[src/rtl/loteria_pkg.sv]
// Shared constants and types for the lottery entry stage and game FSM.
package loteria_pkg;

    localparam int unsigned MAX_DIGITS = 5;
    localparam int unsigned MAX_DIGIT  = 9;
    localparam int unsigned COUNT_W    = 3;

    typedef logic [COUNT_W-1:0] count_t;
    typedef logic [3:0]         digit_t;

    // True when the switch value is a single decimal digit.
    function automatic logic is_bcd(input digit_t d);
        return d <= digit_t'(MAX_DIGIT);
    endfunction

endpackage

[src/rtl/debounce.sv]
// Two-flop synchroniser, counter-based debouncer and press (1->0) detector
// for one active-low push-button.
module debounce
    import loteria_pkg::*;
#(
    parameter int unsigned DEBOUNCE_CYCLES = 50000,
    parameter int unsigned CNT_W           = 16
) (
    input  logic clk,
    input  logic reset,
    input  logic raw_n,
    output logic press_event
);

    logic [1:0]       sync_q;
    logic             stable_q, stable_d;
    logic             stable_dly_q;
    logic [CNT_W-1:0] cnt_q, cnt_d;
    // flush_q[1] marks that sync_q[1] now reflects the pin rather than reset.
    logic [1:0]       flush_q;
    logic             armed_q, armed_d;

    // State registers; reset treats the button as released and disarmed.
    always_ff @(posedge clk) begin
        if (reset) begin
            sync_q       <= 2'b11;
            stable_q     <= 1'b1;
            stable_dly_q <= 1'b1;
            cnt_q        <= '0;
            flush_q      <= 2'b00;
            armed_q      <= 1'b0;
        end else begin
            sync_q       <= {sync_q[0], raw_n};
            stable_q     <= stable_d;
            stable_dly_q <= stable_q;
            cnt_q        <= cnt_d;
            flush_q      <= {flush_q[0], 1'b1};
            armed_q      <= armed_d;
        end
    end

    // Accept a level change only after DEBOUNCE_CYCLES consecutive differing samples.
    always_comb begin
        stable_d = stable_q;
        cnt_d    = '0;
        if (sync_q[1] != stable_q) begin
            if (cnt_q == CNT_W'(DEBOUNCE_CYCLES - 1)) begin
                stable_d = ~stable_q;
            end else begin
                cnt_d = cnt_q + CNT_W'(1);
            end
        end
        // A key held across reset must be seen released before it may fire.
        armed_d = armed_q | (flush_q[1] & sync_q[1]);
    end

    assign press_event = armed_q & stable_dly_q & ~stable_q;

endmodule

[src/rtl/loteria_entrada.sv]
// Input conditioning for the lottery game: debounced insert/finish pulses,
// validated BCD digit and the five-digit entry protocol.
module loteria_entrada
    import loteria_pkg::*;
#(
    parameter int unsigned DEBOUNCE_CYCLES = 50000,
    parameter int unsigned CNT_W           = 16
) (
    input  logic       clk,
    input  logic       reset,
    input  logic       key_insert_n,
    input  logic       key_finish_n,
    input  logic [3:0] sw_num,
    output logic [3:0] num_out,
    output logic       insert_pulse,
    output logic       finish_pulse,
    output logic [2:0] digit_count,
    output logic       err
);

    logic   insert_event, finish_event;
    digit_t sw_meta_q, sw_sync_q;
    digit_t num_q, num_d;
    logic   ins_q, ins_d;
    logic   fin_q, fin_d;
    count_t cnt_q, cnt_d;
    logic   err_q, err_d;

    debounce #(
        .DEBOUNCE_CYCLES(DEBOUNCE_CYCLES),
        .CNT_W          (CNT_W)
    ) u_db_insert (
        .clk        (clk),
        .reset      (reset),
        .raw_n      (key_insert_n),
        .press_event(insert_event)
    );

    debounce #(
        .DEBOUNCE_CYCLES(DEBOUNCE_CYCLES),
        .CNT_W          (CNT_W)
    ) u_db_finish (
        .clk        (clk),
        .reset      (reset),
        .raw_n      (key_finish_n),
        .press_event(finish_event)
    );

    // Switch synchroniser and output/round registers.
    always_ff @(posedge clk) begin
        if (reset) begin
            sw_meta_q <= '0;
            sw_sync_q <= '0;
            num_q     <= '0;
            ins_q     <= 1'b0;
            fin_q     <= 1'b0;
            cnt_q     <= '0;
            err_q     <= 1'b0;
        end else begin
            sw_meta_q <= sw_num;
            sw_sync_q <= sw_meta_q;
            num_q     <= num_d;
            ins_q     <= ins_d;
            fin_q     <= fin_d;
            cnt_q     <= cnt_d;
            err_q     <= err_d;
        end
    end

    // Entry protocol; an insert in the same cycle as a finish wins and the finish is lost.
    always_comb begin
        num_d = num_q;
        ins_d = 1'b0;
        fin_d = 1'b0;
        cnt_d = cnt_q;
        err_d = err_q;
        if (insert_event) begin
            if (cnt_q == count_t'(MAX_DIGITS)) begin
                cnt_d = cnt_q;
            end else if (!is_bcd(sw_sync_q)) begin
                err_d = 1'b1;
            end else begin
                num_d = sw_sync_q;
                ins_d = 1'b1;
                cnt_d = cnt_q + count_t'(1);
                err_d = 1'b0;
            end
        end else if (finish_event && (cnt_q == count_t'(MAX_DIGITS))) begin
            fin_d = 1'b1;
            cnt_d = '0;
        end
    end

    assign num_out      = num_q;
    assign insert_pulse = ins_q;
    assign finish_pulse = fin_q;
    assign digit_count  = cnt_q;
    assign err          = err_q;

endmodule

[config.mk]
export PLATFORM = sky130hd
export DESIGN_NAME = loteria_entrada
export DESIGN_NICKNAME = d
export VERILOG_FILES = /design/src/rtl/loteria_pkg.sv /design/src/rtl/debounce.sv /design/src/rtl/loteria_entrada.sv
export SDC_FILE = /design/constraint.sdc
export NUM_CORES = 1
export LEC_CHECK = 0
export ABC_AREA = 1
export BUFFER_PORTS_ARGS = -buffer_cell sky130_fd_sc_hd__buf_2
export CAP_MARGIN = 5
export CELL_PAD_IN_SITES_DETAIL_PLACEMENT = 1
export CELL_PAD_IN_SITES_GLOBAL_PLACEMENT = 1
export CORE_UTILIZATION = 44
export CTS_CLUSTER_SIZE = 10
export DETAILED_ROUTE_END_ITERATION = 10
export PLACE_DENSITY = 0.87
export SLEW_MARGIN = 40
export SYNTH_ARGS = -nofsm -noshare
export SYNTH_HDL_FRONTEND = slang
export SYNTH_SLANG_ARGS = --single-unit
[constraint.sdc]
create_clock -name clk -period 1.8 [get_ports clk]
set_input_delay 0.09 -clock clk [delete_from_list [all_inputs] [get_ports clk]]
set_output_delay 0.09 -clock clk [all_outputs]
set_load 0.1 [all_outputs]
Word level (Yosys, flattened, before mapping)
Cells that the tools add are included.

Equality and inequality tests: 7. Divide/modulo/power cells: 0. Mux-type cells: 9. Reductions and logical operators: 11. Magnitude comparators: 1. Bitwise operators: 14. Multipliers: 0. $add $sub $neg: 3. Shift operators: 0.

Operator list (count): $add 16x1->16 const B (2); $eq 16x16->1 const B (2); $mux 3 (4); $reduce_or 3->1 (3); $and 1x1->1 (6); $not 1->1 (6); $reduce_and 2->1 (3); $reduce_and 3->1 (2); $mux 1 (5); $le 4x4->1 const B (1); $add 3x1->3 const B (1); $eq 3x3->1 const B (1); $ne 1x1->1 (2); $ne 2x1->1 const B (1); $ne 2x2->1 const B (1); $or 1x1->1 (2); $reduce_bool 2->1 (1); $reduce_or 2->1 (1); $logic_and 1x1->1 (1).

Register bits: 64. ROM bits: 0. Memories: 0. RAM bits: 0. Output and inout port bits: 10. Latch bits: 0. Input port bits: 8.

Depth between registers and ports, before layout
Gate-level depths: netlist of run 1.

Depth after elaboration: 5. Depth in mapped cells: 8. Mapped depth without buffers: 8.

Cells and area by module
Synthesis of run 1 repeated with hierarchy kept, for this count alone.

Cells, all modules: 368. Area, all modules: 2736.4 um^2.

Modules (own cells, without submodules): debounce (times used 2, cells each 147, area an instance 1051.0 um^2, seq. area each 460.4 um^2); loteria_entrada (times used 1, cells each 74, area an instance 634.4 um^2, seq. area each 360.3 um^2).

Least setup slack after synthesis of run 1
OpenSTA, ideal clock, no wires.

Path type: register to register. Start point: reg cnt_q[0], in the netlist digit_count[0]. End point: reg cnt_q[0], in the netlist digit_count[0]. Cell stages (with the launch flop): 7. Data arrival time: 1.762 ns. Path slack: -0.128 ns. Path buffers: 0. Cells stage by stage: dfxtp_1 > ha_1 > nand2_1 > inv_1 > nand3_1 > nand2_1 > a21oi_1.

Longest elaborated chain between the ends: 4. Elaborated cells between the ends (all ways): 9.

Ends and longest elaborated chain: from (decl) (RTL line loteria_entrada.sv:26) `count_t cnt_q, cnt_d;`; from (signal assigned) (RTL line loteria_entrada.sv:65) `cnt_q <= cnt_d;`; $add 3x1->3 or $eq 3x3->1 (tied branches) (RTL line loteria_entrada.sv:85, loteria_entrada.sv:78, loteria_entrada.sv:88); $mux 3 or $logic_and 1x1->1 (tied branches) (RTL line loteria_entrada.sv:80, loteria_entrada.sv:88); $mux 3 or $reduce_bool 2->1 (tied branches); $mux 3 or $reduce_and 3->1 (tied branches).

Parallel ways exist; a longest one is shown, timed or not. The select of a mux whose other input is x is not followed. A chain may end at the register's enable or synchronous reset.

Worst setup path after layout of run 1
Start point: reg u_db_insert.cnt_q[0]. End point: reg u_db_insert.cnt_q[7].

Longest elaborated chain between the ends: 2. Elaborated cells between the ends (all ways): 3.

Ends and longest elaborated chain: from (decl) (RTL line debounce.sv:18) `logic [CNT_W-1:0] cnt_q, cnt_d;`; from (signal assigned) (RTL line debounce.sv:36) `cnt_q <= cnt_d;`; branches (longest 2 deep; another with $add 16x1->16).

Several ways; the timed one is not identified.

==> reports/qor.csv, run 1 <==
stage,metric,value,unit
clocking,Clock Sinks,62,
sta,Fin Setup TNS,0,ns
power_and_ir_drop,Reg power frac,54.5,%
power_and_ir_drop,Static Leakage,1.11,nW
yosys,gate count after technology mapping,361,
yosys,part of the Yosys area used for sequential elements,45.5,%
run,Max-Cap Viols,0,
yosys,simple-gate share of the synthesized area,35.1,%
sta,final count of hold timing violations,0,
yosys,fraction of post-synthesis cell area in the top cell type by area,45.5,%
setup_path,category of the worst setup path capture point,flip-flop,
die,initial standard-cell utilization of the core,45.8,%
die,number of cell rows,28,
die,Die Y-Extent,80.7,um
hold_path,path category of the worst min-delay check,reg2reg,
setup_path,slowest cell on the critical path,dfxtp_1,
hold_path,launch instance of the worst min-delay path,sw_meta_q[1],
clocking,total CTS buffers,9,
global_routing,first-pass GRT wire length,11300,um
setup_path,worst flop-to-flop path endpoint,u_db_insert.cnt_q[7],
setup_path,critical path peak fanout,16,
cells_and_area,share of cells above drive strength 1,18.9,%
setup_path,slowest cell delay on critical path,0.39,ns
sta,actual transition at the worst max-transition pin,0.502,ns
cells_and_area,"commonest cells after routing, fill and taps aside","73 x nand2_1, 59 x dfxtp_1, 58 x nor2_1",
power_and_ir_drop,final total power,0.00257,W
setup_path,family with the most delay on the worst path,simple AND/OR/NAND/NOR gates,
clocking,Longest Clk Path Bufs,2,
clocking,register clock-pin slew on the reported worst setup and hold paths,0.08,ns
clocking,clock tree root driver cell,clkbuf_8,
placed_design,final RePlAce weighted congestion,0.780,
setup_path,worst reg-to-reg setup slack,0.27,ns
yosys,area share of xor/xnor cells in the synthesized design,4.18,%
die,Chip Width,80.7,um
global_routing,GRT Util Overall,23.0,%
run_status,run status,completed,
yosys,unique cell type count in the Yosys netlist,24,
power_and_ir_drop,power density over the cells,825,nW/um2
yosys,"Net Count, Synth",373,
setup_path,ordered list of cells on the worst path,ha_1 > nand3_2 > nor2_1 > nand2_1 > nand2_2 > a21oi_1,
global_routing,via count of the first global-routing pass,2491,
sta,post-route clock skew,0.0108,ns
clocking,post-CTS setup buffer count,0,
setup_path,RR Startpoint,u_db_insert.cnt_q[0],
routing,antenna-violating nets left,0,
yosys,Async SR Flop Fraction,0,%
setup_path,CP arrival,1.74,ns
power_and_ir_drop,largest vdd supply drop,0.533,mV
routing,detailed-route wire length per cell,14.2,um
routing,Detailed Route WL,6700,um
cells_and_area,Final #Nets,404,
cells_and_area,layout overhead on the synthesized area,14.3,%
setup_path,start-to-end type of the worst setup path,reg2reg,
clocking,TritonCTS clock tree,done,
yosys,"Cell Area, Synth",2730,um2
setup_path,count of buffer and inverter cells on the critical path,0,
routing,via count of the routed design,2392,
yosys,largest family of logic cells by synthesized area,simple AND/OR/NAND/NOR gates,
routing,drt drc,0,
yosys,compound-gate portion of the synthesized area,6.06,%
die,Boundary Pins,18,
sta,final critical delay including setup and external delays,1.53,ns
yosys,largest area contributor in the synthesized netlist,dfxtp_1,
yosys,most frequently used flop master after synthesis,dfxtp_1,
yosys,Synth warnings,0,
setup_path,Worst R2R Path Depth,6,
hold_path,end point of the worst hold path,sw_sync_q[1],
global_routing,maximum number of pins on one net before global-route repair,21,
sta,"Setup violations, final",0,
clocking,hold buffers post-CTS,7,
routing,drt initial violations,54,
placed_design,I/O Buffers,17,
sta,final slew viol count,0,
yosys,synthesized area per cell,7.55,um2
yosys,count of flip-flops with a built-in enable after synthesis,0,
routing,first-pass iteration count of the detailed router,4,
clocking,number of levels the H-tree was split into,3,
routing,via/cell ratio,5.07,
die,Die Footprint,6510,um2
sta,top achievable clock speed,0.654,GHz
power_and_ir_drop,internal power summed over all cells,0.00192,W
power_and_ir_drop,switching share of total power,25.3,%
setup_path,kind of start point of the critical path,flip-flop,
clocking,clock latency on the worst-skew pair,0.35,ns
yosys,number of register bits inferred by synthesis,62,
yosys,"arithmetic-cell share of the synthesized area counting full adders, half adders and majority gates",1.84,%
power_and_ir_drop,Net Sw Power,0.000651,W
global_routing,antenna violations before repair,0,
sta,unrepaired setup endpoints after global routing,no,
cells_and_area,"commonest non-fill, non-tap cell in the layout",nand2_1,
hold_path,cell count of the worst hold path,2,
die,core area,5960,um2
power_and_ir_drop,relative contribution of the clock network to total power,42.9,%
clocking,post-cts repair resize count,0,
cells_and_area,Antenna diodes,0,
power_and_ir_drop,Comb power frac,2.6,%
global_routing,total global routing overflow,0,
sta,final critical-path share of the clock period,84.9,%
placed_design,half-perimeter wire length of the detailed placement result,4400,um
yosys,top post-synthesis cells by area,"dfxtp_1 46%, nand2_1 10%, nor2_1 8.0%",
setup_path,"Req. time, crit path",2.01,ns
yosys,mux share of post-synthesis cell area,0,%
sta,headroom to the max-slew limit,66.8,%
-- Yosys cell counts (3+ instances only) --
library cell and n:
nand2_1 73, a21oi_1 19, o21ai_0 5, nand2_2 5
a21oi_2 4, or2_2 6, xnor2_1 6, xor2_1 7
nor2_1 58, nand4_1 12, nor2_2 15, inv_1 39
nor2_4 3, ha_1 4, dfxtp_1 62, nand3_1 31
-- routing by layer --
| layer | GRT usage [%] | part of all wire [%] | up-vias |
|---|---|---|---|
| met2 | 43.3 | 54 | 18 |
| met3 | 4.55 | 1.8 | 9 |
| li1 | - | - | 1201 |
| met1 | 24.9 | 43 | 1164 |
| met5 | 0 | 0 | - |
| met4 | 9.29 | 1.4 | 0 |
-- logic make-up (layout without fill, tap and decap cells) --
group           count (synthesis)  count (layout)
flops                          62              62
simple gates                  206             206
fa+ha+maj                       4               4
buf+inv                        46              82
xor+xnor                       13              13
compound gates                 30              30
-- worst reg2reg max path: stages (launching register included) --
cell and delay [ns]:
dfxtp_1 0.39, ha_1 0.23, nand3_2 0.13, nor2_1 0.14
nand2_1 0.08, nand2_2 0.34, a21oi_1 0.08
-- state kept, by name, summed over array words and instances (netlist names), 3 cells and up --
| name | flops |
|---|---|
| digit_count | 3 |
| u_db_finish.cnt_q | 16 |
| sw_meta_q | 4 |
| num_out | 4 |
| sw_sync_q | 4 |
| u_db_insert.cnt_q | 16 |
-- cell type report --
type                       count  area (um2)
clock inverter                 7        50.0
timing repair buffer          25         163
sequential                    62        1240
tap                           75        93.8
multi-input combinational    253        1280
fill                         764        2840
inverter                      41         154
clock buffer                   9         124
-- power by group through the flow --
stage	combinational [W]	sequential [W]	clock, W
floorplan	0.0000374	0.00143	0
global placement	0.0000478	0.00143	0
detailed placement	0.0000511	0.00143	0
CTS	0.0000631	0.00140	0.00112
global route	0.0000735	0.00140	0.00118
finish	0.0000663	0.00140	0.00110
-- stage by stage --
stage | utilization, % | hold WS (ns) | cell area (um2) | instances | worst slack [ns]
finish | 52.3 | 0.416 | 3110 | 472 | 0.272
global placement | 48.2 | 0.273 | 2870 | 449 | 0.386
floorplan | - | 0.169 | 2730 | 361 | 0.255
CTS | 52.3 | 0.414 | 3110 | 472 | 0.227
global route | 52.3 | 0.437 | 3110 | 472 | 0.132
detailed placement | 48.2 | 0.275 | 2870 | 449 | 0.274
-- worst max-delay path by stage --
stage | cells after the start | endpoint | from
2_1_floorplan | 8 | digit_count[2] | digit_count[1]
3_3_place_gp | 6 | u_db_insert.cnt_q[11] | u_db_insert.cnt_q[0]
3_5_place_dp | 6 | u_db_insert.cnt_q[3] | u_db_insert.cnt_q[0]
4_1_cts | 6 | u_db_insert.cnt_q[4] | u_db_insert.cnt_q[0]
5_1_grt | 6 | u_db_insert.cnt_q[11] | u_db_insert.cnt_q[0]
6_report | 6 | u_db_insert.cnt_q[7] | u_db_insert.cnt_q[0]
Power figures use the tool's default switching activity.
==> run 2, diff against run 1 <==
==> constraint.sdc (replaced) <==
create_clock -name clk -period 1.5 [get_ports clk]
set_input_delay 0.075 -clock clk [delete_from_list [all_inputs] [get_ports clk]]
set_output_delay 0.075 -clock clk [all_outputs]
set_load 0.1 [all_outputs]
==> run 2 against run 1 <==
Effect of this change: power grew 36%; highest routed layer unchanged; final cell count grew 0.64%; largest cell class unchanged; worst hold slack is essentially flat.
==> reports/qor.csv, run 2 (same netlist as run 1, synthesis figures left out) <==
stage,metric,value,unit,change
die,Boundary Pins,18,,unchanged
die,number of cell rows,28,,unchanged
placed_design,worst setup slack before clock tree synthesis,0.0608,ns,was 0.274 ns
setup_path,number of gates on the worst path with buffers counted,6,,unchanged
setup_path,kind of start point of the critical path,flip-flop,,unchanged
hold_path,cell count of the worst hold path,1,,was 2
clocking,TritonCTS clock tree,done,,unchanged
sta,actual transition at the worst max-transition pin,0.495,ns,was 0.502 ns
sta,final slew viol count,0,,unchanged
sta,final count of hold timing violations,0,,unchanged
clocking,clock tree root driver cell,clkbuf_8,,unchanged
setup_path,count of buffer and inverter cells on the critical path,0,,unchanged
routing,first-pass iteration count of the detailed router,4,,unchanged
sta,"Setup violations, final",0,,unchanged
routing,drt drc,0,,unchanged
sta,post-route clock skew,0.0161,ns,was 0.0108 ns
power_and_ir_drop,Static Leakage,1.16,nW,was 1.11 nW
cells_and_area,layout overhead on the synthesized area,18.5,%,was 14.3%
hold_path,launch instance of the worst min-delay path,u_db_finish.sync_q[0],,was sw_meta_q[1]
global_routing,met2 GRT Util,45.2,%,was 43.3%
power_and_ir_drop,Reg power frac,48.0,%,was 54.5%
setup_path,RR Startpoint,u_db_finish.cnt_q[0],,was u_db_insert.cnt_q[0]
clocking,register clock-pin slew on the reported worst setup and hold paths,0.07,ns,was 0.08 ns
global_routing,total global routing overflow,0,,unchanged
clocking,clock latency on the worst-skew pair,0.36,ns,was 0.35 ns
cells_and_area,Antenna diodes,0,,unchanged
global_routing,met1 usage in global routing,25.4,%,was 24.9%
setup_path,start point of the critical path,u_db_finish.cnt_q[0],,was u_db_insert.cnt_q[0]
setup_path,slowest cell on the critical path,dfxtp_1,,unchanged
cells_and_area,"commonest non-fill, non-tap cell in the layout",nand2_1,,unchanged
setup_path,family with the most delay on the worst path,simple AND/OR/NAND/NOR gates,,unchanged
cells_and_area,final cell count without fillers,475,,was 472
cells_and_area,Final #Nets,407,,was 404
die,core area,5960,um2,unchanged
power_and_ir_drop,relative contribution of the clock network to total power,49.5,%,was 42.9%
die,initial standard-cell utilization of the core,45.8,%,unchanged
placed_design,half-perimeter wire length of the detailed placement result,4420,um,was 4400 um
setup_path,slowest cell delay on critical path,0.38,ns,was 0.39 ns
die,Die Y-Extent,80.7,um,unchanged
global_routing,maximum number of pins on one net before global-route repair,21,,unchanged
global_routing,first-pass GRT wire length,11500,um,was 11300 um
power_and_ir_drop,switching share of total power,23.9,%,was 25.3%
clocking,number of levels the H-tree was split into,3,,unchanged
placed_design,Placement Cell Area,2900,um2,was 2870 um2
global_routing,met3 usage,6.02,%,was 4.55%
power_and_ir_drop,largest vdd supply drop,0.738,mV,was 0.533 mV
sta,unrepaired setup endpoints after global routing,yes,,was no
routing,Detailed Route WL,7370,um,was 6700 um
placed_design,final RePlAce weighted congestion,0.764,,was 0.780
hold_path,path category of the worst min-delay check,reg2reg,,unchanged
setup_path,CP arrival,1.64,ns,was 1.74 ns
power_and_ir_drop,final total power,0.00350,W,was 0.00257 W
sta,setup slack of the critical path after layout,0.105,ns,was 0.272 ns
setup_path,start-to-end type of the worst setup path,reg2reg,,unchanged
clocking,Longest Clk Path Bufs,2,,unchanged
cells_and_area,"commonest cells after routing, fill and taps aside","72 x nand2_1, 58 x nor2_1, 58 x dfxtp_1",,"was 73 x nand2_1, 59 x dfxtp_1, 58 x nor2_1"
die,Die Footprint,6510,um2,unchanged
global_routing,busiest metal layer after global routing,met2,,unchanged
cells_and_area,core utilization of the finished layout,54.2,%,was 52.3%
run,Max-Cap Viols,0,,unchanged
placed_design,total instance count after detailed placement,451,,was 449
sta,final critical-path share of the clock period,93.0,%,was 84.9%
cells_and_area,Top Registers,"u_db_finish.cnt_q: 16 flops, u_db_insert.cnt_q: 16 flops",,unchanged
sta,headroom to the max-slew limit,67.2,%,was 66.8%
power_and_ir_drop,Comb power frac,2.5,%,was 2.6%
setup_path,critical path peak fanout,8,,was 16
setup_path,"Req. time, crit path",1.75,ns,was 2.01 ns
setup_path,Worst R2R Path Depth,6,,unchanged
routing,via count of the routed design,2414,,was 2392
run_status,run status,completed,,unchanged
sta,final critical delay including setup and external delays,1.39,ns,was 1.53 ns
power_and_ir_drop,power density over the cells,1080,nW/um2,was 825 nW/um2
sta,top achievable clock speed,0.717,GHz,was 0.654 GHz
clocking,Clock Sinks,62,,unchanged
placed_design,I/O Buffers,17,,unchanged
setup_path,category of the worst setup path capture point,flip-flop,,unchanged
routing,drt initial violations,53,,was 54
cells_and_area,share of cells above drive strength 1,20.3,%,was 18.9%
routing,via/cell ratio,5.08,,was 5.07
power_and_ir_drop,Net Sw Power,0.000838,W,was 0.000651 W
global_routing,GRT Util Overall,23.9,%,was 23.0%
power_and_ir_drop,internal power summed over all cells,0.00266,W,was 0.00192 W
global_routing,via count of the first global-routing pass,2523,,was 2491
setup_path,ordered list of cells on the worst path,ha_1 > nand3_1 > nor2_4 > nand2_1 > xor2_1 > nor2_2,,was ha_1 > nand3_2 > nor2_1 > nand2_1 > nand2_2 > a21oi_1
global_routing,antenna violations before repair,0,,unchanged
clocking,total CTS buffers,9,,unchanged
routing,detailed-route wire length per cell,15.5,um,was 14.2 um
routing,antenna-violating nets left,0,,unchanged
die,Chip Width,80.7,um,unchanged
cells_and_area,design area,3230,um2,was 3110 um2
-- run 2: cell types whose count changed in the layout (fill, tap and decap cells not counted), moves of 2 or more --
cell,delta
clkinv_2,-2
nand2_4,+2
bufinv_16,+2
clkinvlp_4,-2
dfxtp_4,+2
-- run 2: cell type report --
type | count | area (um2)
Fill cell | 739 | 2730
Multi-Input combinational cell | 254 | 1310
Clock inverter | 7 | 105
Sequential cell | 62 | 1250
Timing Repair Buffer | 27 | 190
Tap cell | 75 | 93.8
Clock buffer | 9 | 124
Inverter | 41 | 156
-- run 2: what timing repair did --
action / 4_1_cts / 5_1_grt
hold endpoints to repair: 7 / 0
gates resized for setup: 0 / 6
buffers inserted: 0 / 0
setup endpoints to repair: 0 / 19
hold buffers: 7 / 0
-- run 2: metrics by stage --
step           setup TNS (ns)  hold slack (ns)
6_report                    0            0.416
5_1_grt              -0.00247            0.415
4_1_cts                     0            0.413
3_5_place_dp                0            0.266
3_3_place_gp                0            0.257
2_1_floorplan               0            0.154
-- run 2: worst register-to-register path, cell delays in order (launching register included) --
cell and delay, ns:
dfxtp_1 0.38, ha_1 0.24, nand3_1 0.15, nor2_4 0.20, nand2_1 0.10, xor2_1 0.17, nor2_2 0.05
-- run 2: worst paths after layout --
path,endpoint,slack [ns]
min,u_db_finish.sync_q[1],0.42
max,u_db_finish.cnt_q[8],0.11
max reg2reg,u_db_finish.cnt_q[8],0.11
min reg2reg,u_db_finish.sync_q[1],0.42
-- run 2: routing by layer --
| layer | vias up | routed length (um) |
|---|---|---|
| li1 | 1209 | - |
| met1 | 1162 | 3080 |
| met2 | 32 | 3950 |
| met3 | 11 | 200 |
| met4 | 0 | 139 |
| met5 | - | 0 |
-- run 2: power by group through the flow --
stage	clock (W)	combinational, W	sequential (W)
global route	0.00182	0.0000950	0.00168
CTS	0.00174	0.0000799	0.00168
detailed placement	0	0.0000642	0.00171
floorplan	0	0.0000448	0.00171
finish	0.00173	0.0000883	0.00168
global placement	0	0.0000609	0.00171
